File: src/rtl/arb_pkg.sv
// -----------------------------------------------------------------------------
// arb_pkg
// Shared constants and types for the request arbiter.
//   N_REQ        number of requesters
//   IDX_W        width of an encoded requester index
//   MAX_HOLD_DEF default maximum grant length in cycles (0 = no timeout)
//   arb_state_t  arbiter FSM states
//   idx_to_onehot helper: encoded index -> one-hot requester vector
// -----------------------------------------------------------------------------
package arb_pkg;

    localparam int N_REQ        = 8;
    localparam int IDX_W        = 3;
    localparam int MAX_HOLD_DEF = 16;

    typedef enum logic [1:0] {
        ST_IDLE    = 2'd0,
        ST_BUSY    = 2'd1,
        ST_RECOVER = 2'd2
    } arb_state_t;

    function automatic logic [N_REQ-1:0] idx_to_onehot(input logic [IDX_W-1:0] idx);
        logic [N_REQ-1:0] oh;
        oh      = '0;
        oh[idx] = 1'b1;
        return oh;
    endfunction

endpackage

File: src/rtl/arb_prio_enc.sv
// -----------------------------------------------------------------------------
// arb_prio_enc
// Combinational 8-to-3 priority encoder, highest set index wins.
// Ports:
//   i_req   request vector (bit 7 highest priority)
//   o_idx   index of the highest set request bit (0 when none set)
//   o_valid high when any request bit is set
// -----------------------------------------------------------------------------
module arb_prio_enc
    import arb_pkg::*;
(
    input  logic [N_REQ-1:0] i_req,
    output logic [IDX_W-1:0] o_idx,
    output logic             o_valid
);

    // Ascending scan: later (higher) indices overwrite lower ones.
    always_comb begin
        o_idx   = '0;
        o_valid = 1'b0;
        for (int k = 0; k < N_REQ; k++) begin
            if (i_req[k]) begin
                o_idx   = IDX_W'(k);
                o_valid = 1'b1;
            end
        end
    end

endmodule

File: src/rtl/req_arbiter.sv
// -----------------------------------------------------------------------------
// req_arbiter
// Eight-way arbiter for one shared resource. A granted owner keeps the grant
// until it releases, drops its request, or the hold limit expires; every grant
// is followed by one idle (RECOVER) cycle before the next arbitration.
//
// Build option: define ARB_RR_EN for round-robin arbitration (pointer to the
// last granted index, searched downward from last_idx-1 with last_idx lowest).
// Without it, fixed priority with index 7 highest.
//
// Parameters:
//   MAX_HOLD     maximum grant length in cycles; 0 disables the timeout
// Ports:
//   clk          clock, rising edge
//   rst_n        asynchronous active-low reset
//   req_in       level request vector, bit k = requester k
//   release_in   current owner is done with the resource
//   grant_out    one-hot grant (registered)
//   grant_idx    encoded index of the granted requester (registered)
//   grant_valid  high while a grant is held (registered)
//   timeout_out  one-cycle pulse when a grant is revoked by the hold limit
// -----------------------------------------------------------------------------
module req_arbiter
    import arb_pkg::*;
#(
    parameter int MAX_HOLD = MAX_HOLD_DEF
) (
    input  logic             clk,
    input  logic             rst_n,
    input  logic [N_REQ-1:0] req_in,
    input  logic             release_in,
    output logic [N_REQ-1:0] grant_out,
    output logic [IDX_W-1:0] grant_idx,
    output logic             grant_valid,
    output logic             timeout_out
);

    // Counter only needs to reach MAX_HOLD-1.
    localparam int HOLD_W = (MAX_HOLD > 1) ? $clog2(MAX_HOLD) : 1;
    localparam logic [HOLD_W-1:0] HOLD_LAST = (MAX_HOLD > 0) ? HOLD_W'(MAX_HOLD - 1) : '0;

    arb_state_t       r_state;
    arb_state_t       w_state_nxt;
    logic [N_REQ-1:0] r_grant;
    logic [IDX_W-1:0] r_idx;
    logic             r_valid;
    logic             r_timeout;
    logic [HOLD_W-1:0] r_hold;
    logic             r_armed;

    logic [N_REQ-1:0] w_req_rot;
    logic [IDX_W-1:0] w_enc_idx;
    logic [IDX_W-1:0] w_arb_idx;
    logic             w_arb_vld;
    logic             w_load;
    logic             w_timeout_nxt;
    logic             w_owner_req;
    logic             w_hold_done;

`ifdef ARB_RR_EN
    logic [IDX_W-1:0] r_last_idx;

    // Rotate so that req_in[last_idx-1] lands on the encoder's top bit and
    // req_in[last_idx] on its bottom bit; the index is rotated back afterwards.
    always_comb begin
        w_req_rot = '0;
        for (int j = 0; j < N_REQ; j++) begin
            w_req_rot[j] = req_in[IDX_W'(j) + r_last_idx];
        end
    end

    assign w_arb_idx = w_enc_idx + r_last_idx;

    always_ff @(posedge clk or negedge rst_n) begin
        if (!rst_n) begin
            r_last_idx <= '0;
        end else if (w_load) begin
            r_last_idx <= w_arb_idx;
        end
    end
`else
    assign w_req_rot = req_in;
    assign w_arb_idx = w_enc_idx;
`endif

    arb_prio_enc u_prio_enc (
        .i_req   (w_req_rot),
        .o_idx   (w_enc_idx),
        .o_valid (w_arb_vld)
    );

    assign w_owner_req = |(req_in & r_grant);
    assign w_hold_done = (MAX_HOLD != 0) && (r_hold == HOLD_LAST);

    always_comb begin
        w_state_nxt   = r_state;
        w_load        = 1'b0;
        w_timeout_nxt = 1'b0;
        case (r_state)
            ST_IDLE: begin
                // r_armed holds off arbitration for the first edge after reset.
                if (r_armed && w_arb_vld) begin
                    w_state_nxt = ST_BUSY;
                    w_load      = 1'b1;
                end
            end
            ST_BUSY: begin
                // Release wins over a coincident timeout, so no pulse then.
                if (release_in || !w_owner_req) begin
                    w_state_nxt = ST_RECOVER;
                end else if (w_hold_done) begin
                    w_state_nxt   = ST_RECOVER;
                    w_timeout_nxt = 1'b1;
                end
            end
            ST_RECOVER: begin
                if (w_arb_vld) begin
                    w_state_nxt = ST_BUSY;
                    w_load      = 1'b1;
                end else begin
                    w_state_nxt = ST_IDLE;
                end
            end
            default: w_state_nxt = ST_IDLE;
        endcase
    end

    always_ff @(posedge clk or negedge rst_n) begin
        if (!rst_n) begin
            r_state   <= ST_IDLE;
            r_grant   <= '0;
            r_idx     <= '0;
            r_valid   <= 1'b0;
            r_timeout <= 1'b0;
            r_hold    <= '0;
            r_armed   <= 1'b0;
        end else begin
            r_armed   <= 1'b1;
            r_state   <= w_state_nxt;
            r_valid   <= (w_state_nxt == ST_BUSY);
            r_timeout <= w_timeout_nxt;
            if (w_load) begin
                r_grant <= idx_to_onehot(w_arb_idx);
                r_idx   <= w_arb_idx;
                r_hold  <= '0;
            end else begin
                if (w_state_nxt != ST_BUSY) begin
                    r_grant <= '0;
                    r_idx   <= '0;
                end
                if (r_state == ST_BUSY) begin
                    r_hold <= r_hold + HOLD_W'(1);
                end
            end
        end
    end

    assign grant_out   = r_grant;
    assign grant_idx   = r_idx;
    assign grant_valid = r_valid;
    assign timeout_out = r_timeout;

endmodule

File: config.mk
export PLATFORM = sky130hd
export DESIGN_NAME = req_arbiter
export DESIGN_NICKNAME = d
export VERILOG_FILES = /design/src/rtl/arb_pkg.sv /design/src/rtl/arb_prio_enc.sv /design/src/rtl/req_arbiter.sv
export SDC_FILE = /design/constraint.sdc
export NUM_CORES = 1
export LEC_CHECK = 0
export ABC_CLOCK_PERIOD_IN_PS = 1430
export CORE_UTILIZATION = 35
export CTS_BUF_LIST = sky130_fd_sc_hd__clkbuf_4 sky130_fd_sc_hd__clkbuf_8 sky130_fd_sc_hd__clkbuf_16
export CTS_CLUSTER_SIZE = 20
export DETAILED_ROUTE_END_ITERATION = 7
export PLACE_DENSITY = 0.62
export REMOVE_ABC_BUFFERS = 1
export SETUP_SLACK_MARGIN = 0.4
export SLEW_MARGIN = 30
export SYNTH_ARGS = -nofsm -noshare
export SYNTH_HDL_FRONTEND = slang
export SYNTH_SLANG_ARGS = --single-unit
File: constraint.sdc
create_clock -name clk -period 1.43 [get_ports clk]
set_input_delay 0.286 -clock clk [delete_from_list [all_inputs] [get_ports clk]]
set_output_delay 0.286 -clock clk [all_outputs]
set_load 0.03 [all_outputs]
### After elaboration in Yosys (flattened, before gate mapping)

Index checks and enable logic that the tools add are counted.

| word-level totals | value |
|---|---|
| flip-flop bits (word level) | 20 |
| input bits | 11 |
| output and inout bits | 13 |
| word-level logic and storage cells | 58 |

| cells by class | value |
|---|---|
| $add $sub $neg | 1 |
| magnitude comparators | 2 |
| equality and inequality tests | 5 |
| muxes and demuxes | 34 |
| bitwise gates (word level) | 1 |
| reduce and logical (&&, ||, !) cells | 8 |

Operator list:

| kind | count |
|---|---|
| $mux W3 | 6 |
| $mux W1 | 16 |
| $mux W8 | 2 |
| $mux W2 | 5 |
| $and A8 B8 Y8 | 1 |
| $mux W4 | 2 |
| $reduce_or A8 Y1 | 1 |
| $pmux W2 S3 | 1 |
| $add A4 B1 Y4 const B | 1 |
| $eq A2 B1 Y1 const B | 2 |
| $eq A4 B4 Y1 const B | 1 |
| $lt A3 B4 Y1 const B | 1 |
| $reduce_bool A2 Y1 | 2 |
| $demux W1 S3 | 1 |
| $ge A3 B1 Y1 const B | 1 |
| $eq A2 B2 Y1 const B | 1 |
| $logic_and A1 B1 Y1 | 2 |
| $logic_not A2 Y1 | 1 |
| $ne A2 B1 Y1 const B | 1 |
| $pmux W1 S2 | 1 |
| $logic_not A1 Y1 | 1 |
| $logic_or A1 B1 Y1 | 1 |

### Longest topological paths before layout

Gate-level depths: netlist of run 1.

| depth | value |
|---|---|
| depth after elaboration | 14 |
| depth in mapped cells | 5 |

### Hierarchy

From an unflattened synthesis of run 1, not the netlist that was laid out.

| second synthesis, totals | value |
|---|---|
| cell total of the unflattened synthesis | 96 |
| area, all modules | 975.9 sq um |

By module, submodules not included:

| module | instances | cells an instance | area each (sq um) |
|---|---|---|---|
| req_arbiter | 1 | 84 | 918.4 |
| arb_prio_enc | 1 | 12 | 57.6 |

### Worst setup path after synthesis of run 1

OpenSTA, ideal clock, no wires.

| timing path | value |
|---|---|
| path kind | register to register |
| start | register r_grant[5] (netlist: grant_out[5]) |
| end | register r_valid (netlist: grant_valid) |
| data arrival time | 1.338 ns |
| path slack | -0.033 ns |
| stages on the path, launching flop included | 6 |
| path buffers | 1 |
| path through | dfrtp_1 > a22oi_1 > nand4_1 > and3_4 > buf_6 > or2_1 |

| on the way | value |
|---|---|
| cells in the longest elaborated chain, start to end | 7 |

RTL lines:

| item | RTL line | text |
|---|---|---|
| from (decl) | req_arbiter.sv:44 | `logic [N_REQ-1:0] r_grant;` |
| from (signal assigned) | req_arbiter.sv:143 | `r_grant <= idx_to_onehot(w_arb_idx);` |
| $and A8 B8 Y8 | req_arbiter.sv:92 | `assign w_owner_req = \|(req_in & r_grant);` |
| $reduce_or A8 Y1 | req_arbiter.sv:92 |  |
| $logic_not A1 Y1 | req_arbiter.sv:109 | `if (release_in \|\| !w_owner_req) begin` |
| $logic_or A1 B1 Y1 | req_arbiter.sv:109 |  |
| $mux W2 | req_arbiter.sv:109 |  |
| $pmux W2 S3 | req_arbiter.sv:99 | `case (r_state)` |
| $eq A2 B1 Y1 | req_arbiter.sv:140 | `r_valid <= (w_state_nxt == ST_BUSY);` |
| to (signal assigned) | req_arbiter.sv:140 |  |
| to (decl) | req_arbiter.sv:46 | `logic r_valid;` |

Every way passes these cells.
A chain may end at the register's enable or synchronous reset.

### Final worst setup path of run 1

| timing path | value |
|---|---|
| start | register r_grant[0] (netlist: grant_out[0]) |
| end | register r_idx[1] (netlist: grant_idx[1]) |

| on the way | value |
|---|---|
| cells in the longest elaborated chain, start to end | 8 |

RTL lines:

| item | RTL line | text |
|---|---|---|
| $and A8 B8 Y8 | req_arbiter.sv:92 |  |
| $reduce_or A8 Y1 | req_arbiter.sv:92 |  |
| $logic_not A1 Y1 | req_arbiter.sv:109 |  |
| $logic_or A1 B1 Y1 | req_arbiter.sv:109 |  |
| $mux W2 | req_arbiter.sv:109 |  |
| $pmux W2 S3 | req_arbiter.sv:99 |  |
| $ne A2 B1 Y1 | req_arbiter.sv:147 | `if (w_state_nxt != ST_BUSY) begin` |
| $reduce_bool A2 Y1 (no source line) | - |  |
| to (signal assigned) | req_arbiter.sv:144 | `r_idx <= w_arb_idx;` |
| to (decl) | req_arbiter.sv:45 | `logic [IDX_W-1:0] r_idx;` |

Every way passes these cells.

==> results of run 1 <==
==> layout make-up <==
class | count | area (um^2) | area share
Clock buffer | 3 | 22.5 | 0.0143
Clock inverter | 1 | 30.0 | 0.0191
Inverter | 3 | 11.3 | 0.00717
Multi-Input combinational cell | 59 | 503 | 0.320
Sequential cell | 20 | 502 | 0.319
Tap cell | 28 | 35.0 | 0.0223
Timing Repair Buffer | 51 | 468 | 0.298
==> final timing paths <==
kind / start / endpoint / slack [ns] / depth (start not counted)
max in group asynchronous: rst_n / r_state[1] / 0.90 / 2
setup / recovery: grant_out[0] / grant_idx[1] / 0.04 / 4
hold reg to reg: grant_idx[2] / grant_idx[2] / 0.54 / 1
hold / removal: rst_n / r_hold[0] / 0.30 / 2
setup reg to reg: grant_out[0] / grant_idx[1] / 0.04 / 4
min in group clk: req_in[5] / grant_out[5] / 0.47 / 2
==> power groups by stage <==
stage          clock, mW  sequential [mW]  combinational [mW]
2_1_floorplan          0            0.896               0.260
3_3_place_gp           0            0.776               0.710
3_5_place_dp           0            0.784               0.725
4_1_cts            0.475            0.789               0.970
5_1_grt            0.510            0.806                1.13
6_report           0.461            0.794                1.07
==> cell families after synthesis <==
| kind of cell | count (synthesis) | share of synthesized area |
|---|---|---|
| fa+ha+maj | 1 | 0.0139 |
| simple gates | 32 | 0.177 |
| flops | 20 | 0.557 |
| xor+xnor | 3 | 0.0293 |
| buf+inv | 4 | 0.0251 |
| other cells | 1 | 0.00417 |
| compound gates | 21 | 0.194 |
==> Yosys cell counts (all sizes together) (3+ instances only) <==
cell      n  share of area
a22o      4          0.045
a22oi     4          0.033
a32o      4          0.045
dfrtp    20           0.56
inv       3          0.013
nand2     6          0.025
nor2     11          0.046
nor2b     3          0.021
o2bb2ai   3          0.029
==> per-stage QoR <==
stage / hold slack [ns] / instances
global route: 0.310 / 165
global placement: 0.492 / 147
finish: 0.298 / 165
CTS: 0.298 / 161
floorplan: -0.00959 / 81
detailed placement: 0.487 / 147
==> per-layer routing <==
metal  track usage  share of wire  vias up
met4        0.0833          0.024        0
met2         0.350           0.51       45
met3        0.0580          0.063        6
met5             0              0        -
met1         0.235           0.41      418
li1              -              -      408
==> state kept, by name, indices dropped and copies added, names as in the netlist <==
name	count
grant_out	8
r_hold	4
grant_valid	1
grant_idx	3
timeout_out	1
r_armed	1
r_state	2
==> timing repair <==
| item | 4_1_cts | 5_1_grt |
|---|---|---|
| cloned | 1 | 0 |
| setup endpoints to repair | 32 | 32 |
| resized for setup | 114 | 15 |
| pin swaps | 21 | 10 |
| buffers inserted | 9 | 4 |
==> results.sh, run 1 <==
export IMPL_cts_tree="built"
export IMPL_ys_seq_area_frac=0.557
export IMPL_worstSetupPathType="reg2reg"
export IMPL_grtUsageTotal=0.204
export IMPL_antenna_cells=0
export IMPL_fp_row_count=17
export IMPL_sequentialPowerShare=0.342
export IMPL_first_global_vias=850
export IMPL_finalWirelength_um=2550
export IMPL_power_mw=2.32
export IMPL_power_switching_mw=0.784
export IMPL_power_frac_clock=0.199
export IMPL_p_sw_frac=0.338
export IMPL_drc=0
export IMPL_crit_path_end_kind="register"
export IMPL_die_w_um=52.7
export IMPL_yosys_warnings=0
export IMPL_final_area_um2=1570
export IMPL_routabilityCongestion=0.864
export IMPL_irDropWorstVdd_mv=1.19
export IMPL_initial_utilization=0.387
export IMPL_fin_setup_tns_ns=0
export IMPL_period_share=0.971
export IMPL_cp_max_fo=7
export IMPL_drt_iter0_drc=21
export IMPL_fp_dieArea_um2=2770
export IMPL_core_area_um2=2320
export IMPL_cp_slowest_stage_delay_ns=0.43
export IMPL_viasPerCell=5.32
export IMPL_clock_path_buffers=2
export IMPL_cp_cell_sequence="a22oi_1 > nand4_1 > and3_4 > a22o_4"
export IMPL_ys_ff_latch=20
export IMPL_final_cell_mix="buf_4, dfrtp_1, buf_6"
export IMPL_maxCapViolCount=0
export IMPL_area_growth_pct=74.9
export IMPL_grt_pass1_wl_um=3910
export IMPL_drv_slew=0
export IMPL_critPathSlowestCell="dfrtp_1"
export IMPL_place_area_um2=1260
export IMPL_setup_ws_ns=0.0418
export IMPL_power_leakage_nw=0.729
export IMPL_clock_sinks=20
export IMPL_avgSynthCellArea_um2=11.0
export IMPL_synthArstFlopShare=1.00
export IMPL_cts_root_buf="clkbuf_4"
export IMPL_max_freq_mhz=720
export IMPL_powerDensity_nw_per_um2=1480
export IMPL_cts_clk_slew_worst_paths_ns=0.12
export IMPL_num_io_pins=24
export IMPL_fin_nets=150
export IMPL_grt_ovfl_total=0
export IMPL_final_setup_viol_count=0
export IMPL_dr_pass1_iters=4
export IMPL_grt_max_degree=21
export IMPL_layout_commonest_cell="buf_4"
export IMPL_synth_cell_type_count=26
export IMPL_min_path_type="in2async"
export IMPL_ant_nets=0
export IMPL_rsz0062_at_grt="true"
export IMPL_vias=877
export IMPL_ctsHoldBuffers=0
export IMPL_place_ws_ns=-0.362
export IMPL_clock_skew_ns=0.00909
export IMPL_netlist_area_um2=898
export IMPL_synth_cells=82
export IMPL_worstPathArrival_ns=1.60
export IMPL_clock_latency_ns=0.31
export IMPL_fp_dieH_um=52.7
export IMPL_synth_edff_count=0
export IMPL_antenna_found_initial=0
export IMPL_ys_flop_type="dfrtp_1"
export IMPL_io_buffers=23
export IMPL_nFillCells=182
export IMPL_post_route_util=0.678
export IMPL_cts_max_level=1
export IMPL_critPathBufInv=0
export IMPL_min_period_ns=1.39
export IMPL_post_drt_wl_per_cell_um=15.5
export IMPL_power_internal_mw=1.54
export IMPL_status="completed"
export IMPL_drive_gt1_frac=0.489
export IMPL_numCtsBuffers=3
export IMPL_required_ns=1.64
export IMPL_start_kind="register"
export IMPL_p_comb_frac=0.460
export IMPL_hold_viol=0
export IMPL_path_delay_family="compound AO/OA/AOI/OAI gates"
export IMPL_post_dp_hpwl_um=1640
No activity file was read; power rests on OpenSTA's default activity.
==> run 2: changes to the inputs <==
ABC_AREA = 1   (was default)
CORE_MARGIN = 1.5   (was default)
PLACE_DENSITY = 0.6   (was 0.62)
==> results.sh, run 2 <==
export IMPL_cts_clk_slew_worst_paths_ns=0.13
export IMPL_drt_iter0_drc=21
export IMPL_highest_layer="met4"
export IMPL_crit_path_end_kind="register"
export IMPL_fp_row_count=19
export IMPL_critPathSlowestCell="dfrtp_1"
export IMPL_avgSynthCellArea_um2=8.36
export IMPL_area_growth_pct=54.7
export IMPL_worstSetupPathType="reg2reg"
export IMPL_grt_pass1_wl_um=3960
export IMPL_synth_cell_type_count=22
export IMPL_yosysMostFrequentCell="nand2_1"
export IMPL_viasPerCell=4.61
export IMPL_min_period_ns=1.29
export IMPL_rsz0062_at_grt="true"
export IMPL_grtUsageTotal=0.159
export IMPL_min_path_type="in2async"
export IMPL_grt_max_degree=21
export IMPL_synth_area_leaders="dfrtp_1, nand2_1, inv_1"
export IMPL_layout_commonest_cell="nand2_1"
export IMPL_status="completed"
export IMPL_ys_seq_area_frac=0.487
export IMPL_final_cells=202
export IMPL_max_freq_mhz=777
export IMPL_power_mw=2.29
export IMPL_final_cell_mix="nand2_1, inv_1, dfrtp_1"
export IMPL_synth_cells=123
export IMPL_post_route_util=0.572
export IMPL_fin_setup_tns_ns=0
export IMPL_worstPathArrival_ns=1.52
export IMPL_antenna_found_initial=0
export IMPL_place_area_um2=1350
export IMPL_synth_edff_count=0
export IMPL_ctsHoldBuffers=0
export IMPL_fp_dieH_um=57.2
export IMPL_clock_skew_ns=0.0112
export IMPL_drive_gt1_frac=0.439
export IMPL_numCtsBuffers=3
export IMPL_cts_max_level=1
export IMPL_die_w_um=57.2
export IMPL_dr_pass1_iters=4
export IMPL_final_setup_viol_count=0
export IMPL_setup_ws_ns=0.144
export IMPL_grt_ovfl_total=0
export IMPL_cp_max_fo=7
export IMPL_powerDensity_nw_per_um2=1440
export IMPL_vias=931
export IMPL_synth_top_cell_area_share=0.487
export IMPL_place_ws_ns=-0.208
export IMPL_core_area_um2=2780
export IMPL_required_ns=1.67
export IMPL_clock_sinks=20
export IMPL_routabilityCongestion=0.829
export IMPL_final_area_um2=1590
export IMPL_yosys_warnings=0
export IMPL_maxCapViolCount=0
export IMPL_wl_met3_um=101
export IMPL_power_leakage_nw=0.790
export IMPL_largest_reg_flops=8
export IMPL_nFillCells=266
export IMPL_dp_cells=185
export IMPL_yosys_top_cells_count="nand2_1, inv_1, dfrtp_1, nor2_1, o21ai_2"
export IMPL_wl_met2_um=1300
export IMPL_synth_top_cell_by_area="dfrtp_1"
export IMPL_synthArstFlopShare=1.00
export IMPL_netlist_area_um2=1030
export IMPL_irDropWorstVdd_mv=0.997
export IMPL_antenna_cells=0
export IMPL_clock_latency_ns=0.31
export IMPL_ant_nets=0
export IMPL_cp_slowest_stage_delay_ns=0.42
export IMPL_cp_cell_sequence="ha_2 > nand3_2 > nand2_2 > inv_2 > nand4_4 > buf_8 > o21ai_2"
export IMPL_ys_ff_latch=20
export IMPL_post_drt_wl_per_cell_um=12.6
export IMPL_fp_dieArea_um2=3270
export IMPL_cts_tree="built"
export IMPL_cts_root_buf="clkbuf_4"
export IMPL_initial_utilization=0.370
export IMPL_drv_slew=0
export IMPL_clock_path_buffers=2
export IMPL_finalWirelength_um=2540
export IMPL_first_global_vias=883
export IMPL_wirelength_met1_um=1110
export IMPL_start_kind="register"
export IMPL_ys_flop_type="dfrtp_1"
export IMPL_drc=0
export IMPL_io_buffers=23
export IMPL_post_dp_hpwl_um=1660
export IMPL_period_share=0.900
export IMPL_timing_hold_ws_ns=0.296
export IMPL_num_io_pins=24
export IMPL_fin_nets=184
export IMPL_hold_viol=0
-- run 2: cells by family (layout without fill, tap and decap cells) --
kind of cell,after synthesis,in the layout,share of synthesized area
simple gates,59,59,0.249
buf+inv,24,72,0.0949
flops,20,20,0.487
compound gates,15,15,0.128
xor+xnor,3,3,0.0256
fa+ha+maj,1,1,0.0122
other cells,1,1,0.00365
-- run 2: layout make-up --
cell class / instances / area [um^2] / share of cell area
clock buffer: 4 / 36.3 / 0.0228
inverter: 23 / 88.8 / 0.0558
multi-input combinational: 79 / 498 / 0.313
sequential: 20 / 502 / 0.315
tap: 31 / 38.8 / 0.0244
timing repair buffer: 45 / 428 / 0.269
-- run 2: repair_timing --
| item | in CTS | in global routing |
|---|---|---|
| gates resized for setup | 120 | 13 |
| setup buffers | 6 | 7 |
| cloned | 0 | 0 |
| pin swaps | 12 | 12 |
| setup endpoints to repair | 32 | 32 |
| hold endpoints to repair | 0 | 0 |
-- run 2: path summary, 6_finish.rpt --
check                      slack [ns]  cells past startpoint           end          from
setup / recovery                 0.14                      7  grant_out[3]     r_hold[0]
hold / removal                   0.30                      2  grant_out[4]         rst_n
setup reg to reg                 0.14                      7  grant_out[3]     r_hold[0]
hold reg to reg                  0.55                      2  grant_idx[1]  grant_idx[1]
max in group asynchronous        0.90                      2    r_state[1]         rst_n
min in group clk                 0.51                      4  grant_out[7]     req_in[7]
-- run 2: power by group --
| group | internal, mW | switching, mW | leakage [nW] | total, mW |
|---|---|---|---|---|
| clock | 0.155 | 0.186 | 0.0210 | 0.342 |
| combinational | 0.566 | 0.600 | 0.506 | 1.17 |
| sequential | 0.684 | 0.102 | 0.264 | 0.786 |
-- run 2: worst max-delay path: cells and delay by family, from the launching register on --
kind	cells	cell delay (ns)
compound gates	1	0.11
fa+ha+maj	1	0.21
buf+inv	2	0.24
flops	1	0.42
simple gates	3	0.25
-- run 2: per-layer routing --
layer / vias to the layer above / GRT usage
met2: 18 / 0.274
met1: 439 / 0.205
met3: 4 / 0.0295
li1: 470 / -
met4: 0 / 0.0399
met5: - / 0
==> variant 1, RTL diff (config.mk and constraints of run 2) <==
Change the package constant `MAX_HOLD_DEF` from 16 to 8.
--- a/src/rtl/arb_pkg.sv
+++ b/src/rtl/arb_pkg.sv
@@ -11,7 +11,7 @@
 
     localparam int N_REQ        = 8;
     localparam int IDX_W        = 3;
-    localparam int MAX_HOLD_DEF = 16;
+    localparam int MAX_HOLD_DEF = 8;
 
     typedef enum logic [1:0] {
         ST_IDLE    = 2'd0,
Function: same outputs for any inputs over 10 cycles, from zero or initial values and one cycle with rst_n low; that may be too few to reach the edited logic, so the function may still have changed.
==> variant 1 against run 2 <==
Setup slack lost 0.087 ns. Global-route usage up 1.1 points. Core utilization rose by 4.1 points. Count of clock-buffer cells in the layout is the same. Wire length down 4.5%. Cell area is 1.9% lower. Power shrank 5.9%. Sequential cell count fell by 1. Synthesized cell count is 5.7% lower. Synthesized area shrank 5.7%. Critical path type unchanged. Largest cell class is now multi-input combinational cells.
==> variant 1: results (changes against run 2) <==
- Outcome: complete, no violations (unchanged)
- Ratio of routed vias to standard cells: 4.69 (was 4.61)
- Number of buffers created by CTS: 3 (unchanged)
- Share of layout cells above drive strength 1: 43.8% (was 43.9%)
- Start of the worst register-to-register path: r_hold[0]$_DFFE_PN0P_ (unchanged)
- Global Route Usage Sum: 17.0% (was 15.9%)
- GR Util met3: 4.19% (was 2.95%)
- Number of distinct standard cells referenced by the synthesized netlist: 18 (was 22)
- Worst IR drop on VDD: 0.980 mV (was 0.997 mV)
- Global routing usage on met1: 22.2% (was 20.5%)
- Total placed instance area: 1330 um2 (was 1350 um2)
- Clock input transition at the sequential cells of the worst setup and hold paths: 0.11 ns (was 0.13 ns)
- Final Net Count: 183 (was 184)
- Top fanout value on the critical path: 5 (was 7)
- Clk pwr: 0.000300 W (was 0.000342 W)
- Comb group: 0.00110 W (was 0.00117 W)
- Iter 0 DRT Violations: 15 (was 21)
- Met2 track demand over resource: 26.9% (was 27.4%)
- Pre-antenna DRT Iters: 4 (unchanged)
- Switching Power: 0.000837 W (was 0.000888 W)
- Power consumption: 0.00216 W (was 0.00229 W)
- Worst slack at placement: -0.236 ns (was -0.208 ns)
- Sequential area share after synthesis: 49.0% (was 48.7%)
- Gpl congestion: 0.839 (was 0.829)
- Vias in the first global route: 890 (was 883)
- Maximum number of pins on one net before global-route repair: 20 (was 21)
- Arrival time worst endpoint: 1.61 ns (was 1.52 ns)
- HPWL reported at the end of detailed placement: 1700 um (was 1660 um)
- Top cells by instance count after synthesis: 32 x sky130_fd_sc_hd__nand2_1, 19 x sky130_fd_sc_hd__dfrtp_1, 19 x sky130_fd_sc_hd__inv_1, 12 x sky130_fd_sc_hd__nor2_1, 8 x sky130_fd_sc_hd__nand3_1 (was 33 x sky130_fd_sc_hd__nand2_1, 22 x sky130_fd_sc_hd__inv_1, 20 x sky130_fd_sc_hd__dfrtp_1, 13 x sky130_fd_sc_hd__nor2_1, 7 x sky130_fd_sc_hd__o21ai_2)
- Top cell family by delay on the critical path: flip-flops (unchanged)
- Cells taking the most area after synthesis: sky130_fd_sc_hd__dfrtp_1 49%, sky130_fd_sc_hd__nand2_1 12%, sky130_fd_sc_hd__inv_1 7.4%, sky130_fd_sc_hd__o21ai_2 6.3%, sky130_fd_sc_hd__nor2_1 4.6% (was sky130_fd_sc_hd__dfrtp_1 49%, sky130_fd_sc_hd__nand2_1 12%, sky130_fd_sc_hd__inv_1 8.0%, sky130_fd_sc_hd__o21ai_2 6.0%, sky130_fd_sc_hd__nor2_1 4.7%)
- Leak Pwr: 0.789 nW (was 0.790 nW)
- Overall routed net length: 2430 um (was 2540 um)
- Post-Route Skew: 0.00774 ns (was 0.0112 ns)
- Area fraction of the dominant cell type after synthesis: 49.0% (was 48.7%)
- Flip-flop count of the largest register, all copies and words added: 8 (unchanged)
variant 1: final timing paths:
path                                                 end  slack [ns]  depth (start not counted)
min in group clk                grant_out[1]$_DFFE_PN0P_        0.51                          4
max in group asynchronous       grant_out[2]$_DFFE_PN0P_        0.91                          2
worst min register to register  grant_idx[1]$_DFFE_PN0P_        0.56                          2
worst max-delay path            grant_out[2]$_DFFE_PN0P_        0.06                          6
worst max register to register  grant_out[2]$_DFFE_PN0P_        0.06                          6
worst min-delay path            grant_out[5]$_DFFE_PN0P_        0.30                          2
variant 1: per-stage QoR:
step / instances / hold WS [ns]
after global placement: 182 / 0.488
after global routing: 199 / 0.322
after CTS: 195 / 0.311
after floorplan: 115 / -0.00959
final: 199 / 0.304
after detailed placement: 182 / 0.504
variant 1: repair_timing:
action / CTS / global route
gates resized for setup: 115 / 13
endpoints found under the setup margin: 31 / 31
buffers inserted: 9 / 4
pin swaps: 11 / 10
variant 1: cells by family after synthesis:
| logic type | share of synthesized area (%) |
|---|---|
| AOI/OAI and AO/OA | 12.8 |
| buffers and inverters | 8.90 |
| adders and majority gates | 2.58 |
| DFF | 49.0 |
| other | 0.387 |
| and+or+nand+nor | 25.4 |
| xor gates and xnor gates | 0.903 |
variant 1: routing by layer:
| layer | up-vias | wire length, um |
|---|---|---|
| li1 | 464 | - |
| met1 | 441 | 1060 |
| met2 | 24 | 1210 |
| met3 | 4 | 130 |
| met4 | 0 | 25 |
| met5 | - | 0 |
variant 1: final cells by class:
| cell class | count | area, um2 |
|---|---|---|
| timing repair buffer | 50 | 458 |
| fill | 235 | 983 |
| multi-input combinational | 76 | 483 |
| tap | 30 | 37.5 |
| inverter | 20 | 77.6 |
| sequential | 19 | 475 |
| clock buffer | 4 | 30.0 |
==> variant 2, RTL diff (config.mk and constraints of run 2) <==
Made on the original files. Encoding of `arb_state_t`: now one-hot (3 bits for 3 states).
--- a/src/rtl/arb_pkg.sv
+++ b/src/rtl/arb_pkg.sv
@@ -13,10 +13,10 @@
     localparam int IDX_W        = 3;
     localparam int MAX_HOLD_DEF = 16;
 
-    typedef enum logic [1:0] {
-        ST_IDLE    = 2'd0,
-        ST_BUSY    = 2'd1,
-        ST_RECOVER = 2'd2
+    typedef enum logic [2:0] {
+        ST_IDLE    = 3'b001,
+        ST_BUSY    = 3'b010,
+        ST_RECOVER = 3'b100
     } arb_state_t;
 
     function automatic logic [N_REQ-1:0] idx_to_onehot(input logic [IDX_W-1:0] idx);
Function: no difference found for any inputs over 10 cycles, from zero or initial values and one cycle with rst_n low; not proved beyond that.
==> variant 2 against run 2 <==
Sequential cell count increased by 1. Setup slack improved by 0.0079 ns. Largest power group unchanged. Largest cell class is now multi-input combinational cells. Power fell by 7.5%. Wire length up 4.8%. Synthesized area grew 4.7%. Core utilization rose by 3.2 points. Critical path depth unchanged. Combinational power shrank 12%. Cell area up 7.4%. Critical endpoint is now grant_valid$_DFF_PN0_.
==> variant 2: results (changes against run 2) <==
- Outcome: complete, no violations (unchanged)
- Cells taking the most area after synthesis: sky130_fd_sc_hd__dfrtp_1 46%, sky130_fd_sc_hd__nand2_1 21%, sky130_fd_sc_hd__inv_1 5.6%, sky130_fd_sc_hd__nor2_1 4.2%, sky130_fd_sc_hd__nand3_1 3.7% (was sky130_fd_sc_hd__dfrtp_1 49%, sky130_fd_sc_hd__nand2_1 12%, sky130_fd_sc_hd__inv_1 8.0%, sky130_fd_sc_hd__o21ai_2 6.0%, sky130_fd_sc_hd__nor2_1 4.7%)
- Met2 track demand over resource: 27.9% (was 27.4%)
- Worst slack at placement: -0.257 ns (was -0.208 ns)
- Total placed instance area: 1440 um2 (was 1350 um2)
- Clk pwr share: 13.7% (was 14.9%)
- Leak Pwr: 0.945 nW (was 0.790 nW)
- Ratio of routed vias to standard cells: 4.65 (was 4.61)
- Average instance area after synthesis: 7.69 um2 (was 8.36 um2)
- First-pass GRT wire length: 4450 um (was 3960 um)
- Global routing usage on met1: 22.2% (was 20.5%)
- Critical Path Sink: grant_valid$_DFF_PN0_ (was grant_out[3]$_DFFE_PN0P_)
- Fillers: 264 (was 266)
- Metal2 WL: 1260 um (was 1300 um)
- Start of the worst register-to-register path: grant_out[5]$_DFFE_PN0P_ (was r_hold[0]$_DFFE_PN0P_)
- Switching Power: 0.000821 W (was 0.000888 W)
- Number of placed cells counting well taps: 207 (was 185)
- Vias in the first global route: 1061 (was 883)
- Number of gates resized after CTS: 116 (was 120)
- Comb group: 0.00103 W (was 0.00117 W)
- Share of layout cells above drive strength 1: 36.9% (was 43.9%)
- Iter 0 DRT Violations: 26 (was 21)
- Sequential area share after synthesis: 48.9% (was 48.7%)
- Final Net Count: 211 (was 184)
- Fin Hold WS: 0.307 ns (was 0.296 ns)
- Overall routed net length: 2660 um (was 2540 um)
- Top cell family by delay on the critical path: simple AND/OR/NAND/NOR gates (was flip-flops)
- Top fanout value on the critical path: 3 (was 7)
- Pwr Density: 1240 nW/um2 (was 1440 nW/um2)
-- variant 2: changes by cell type after synthesis, sizes merged, moves of 2 or more --
cell	delta
a21oi	+2
nand3	+3
o21ai	-10
nand2	+26
inv	-4
-- variant 2: area by class of cell --
| cell class | instances | area (um2) | area share (%) |
|---|---|---|---|
| Timing Repair inverter | 1 | 7.51 | 0.439 |
| Sequential cell | 21 | 527 | 30.8 |
| Clock buffer | 3 | 22.5 | 1.32 |
| Tap cell | 31 | 38.8 | 2.27 |
| Clock inverter | 1 | 5.00 | 0.293 |
| Inverter | 19 | 76.3 | 4.47 |
| Timing Repair Buffer | 52 | 474 | 27.7 |
| Multi-Input combinational cell | 101 | 558 | 32.7 |
-- variant 2: kinds of logic (layout without fill, tap and decap cells) --
family	count (synthesis)	in the layout	synth area share, %
AOI/OAI and AO/OA	5	5	2.90
DFF	21	21	48.9
and+or+nand+nor	91	92	38.2
buffers and inverters	19	76	6.85
xor gates and xnor gates	2	2	1.63
other	1	1	0.348
adders and majority gates	1	1	1.16
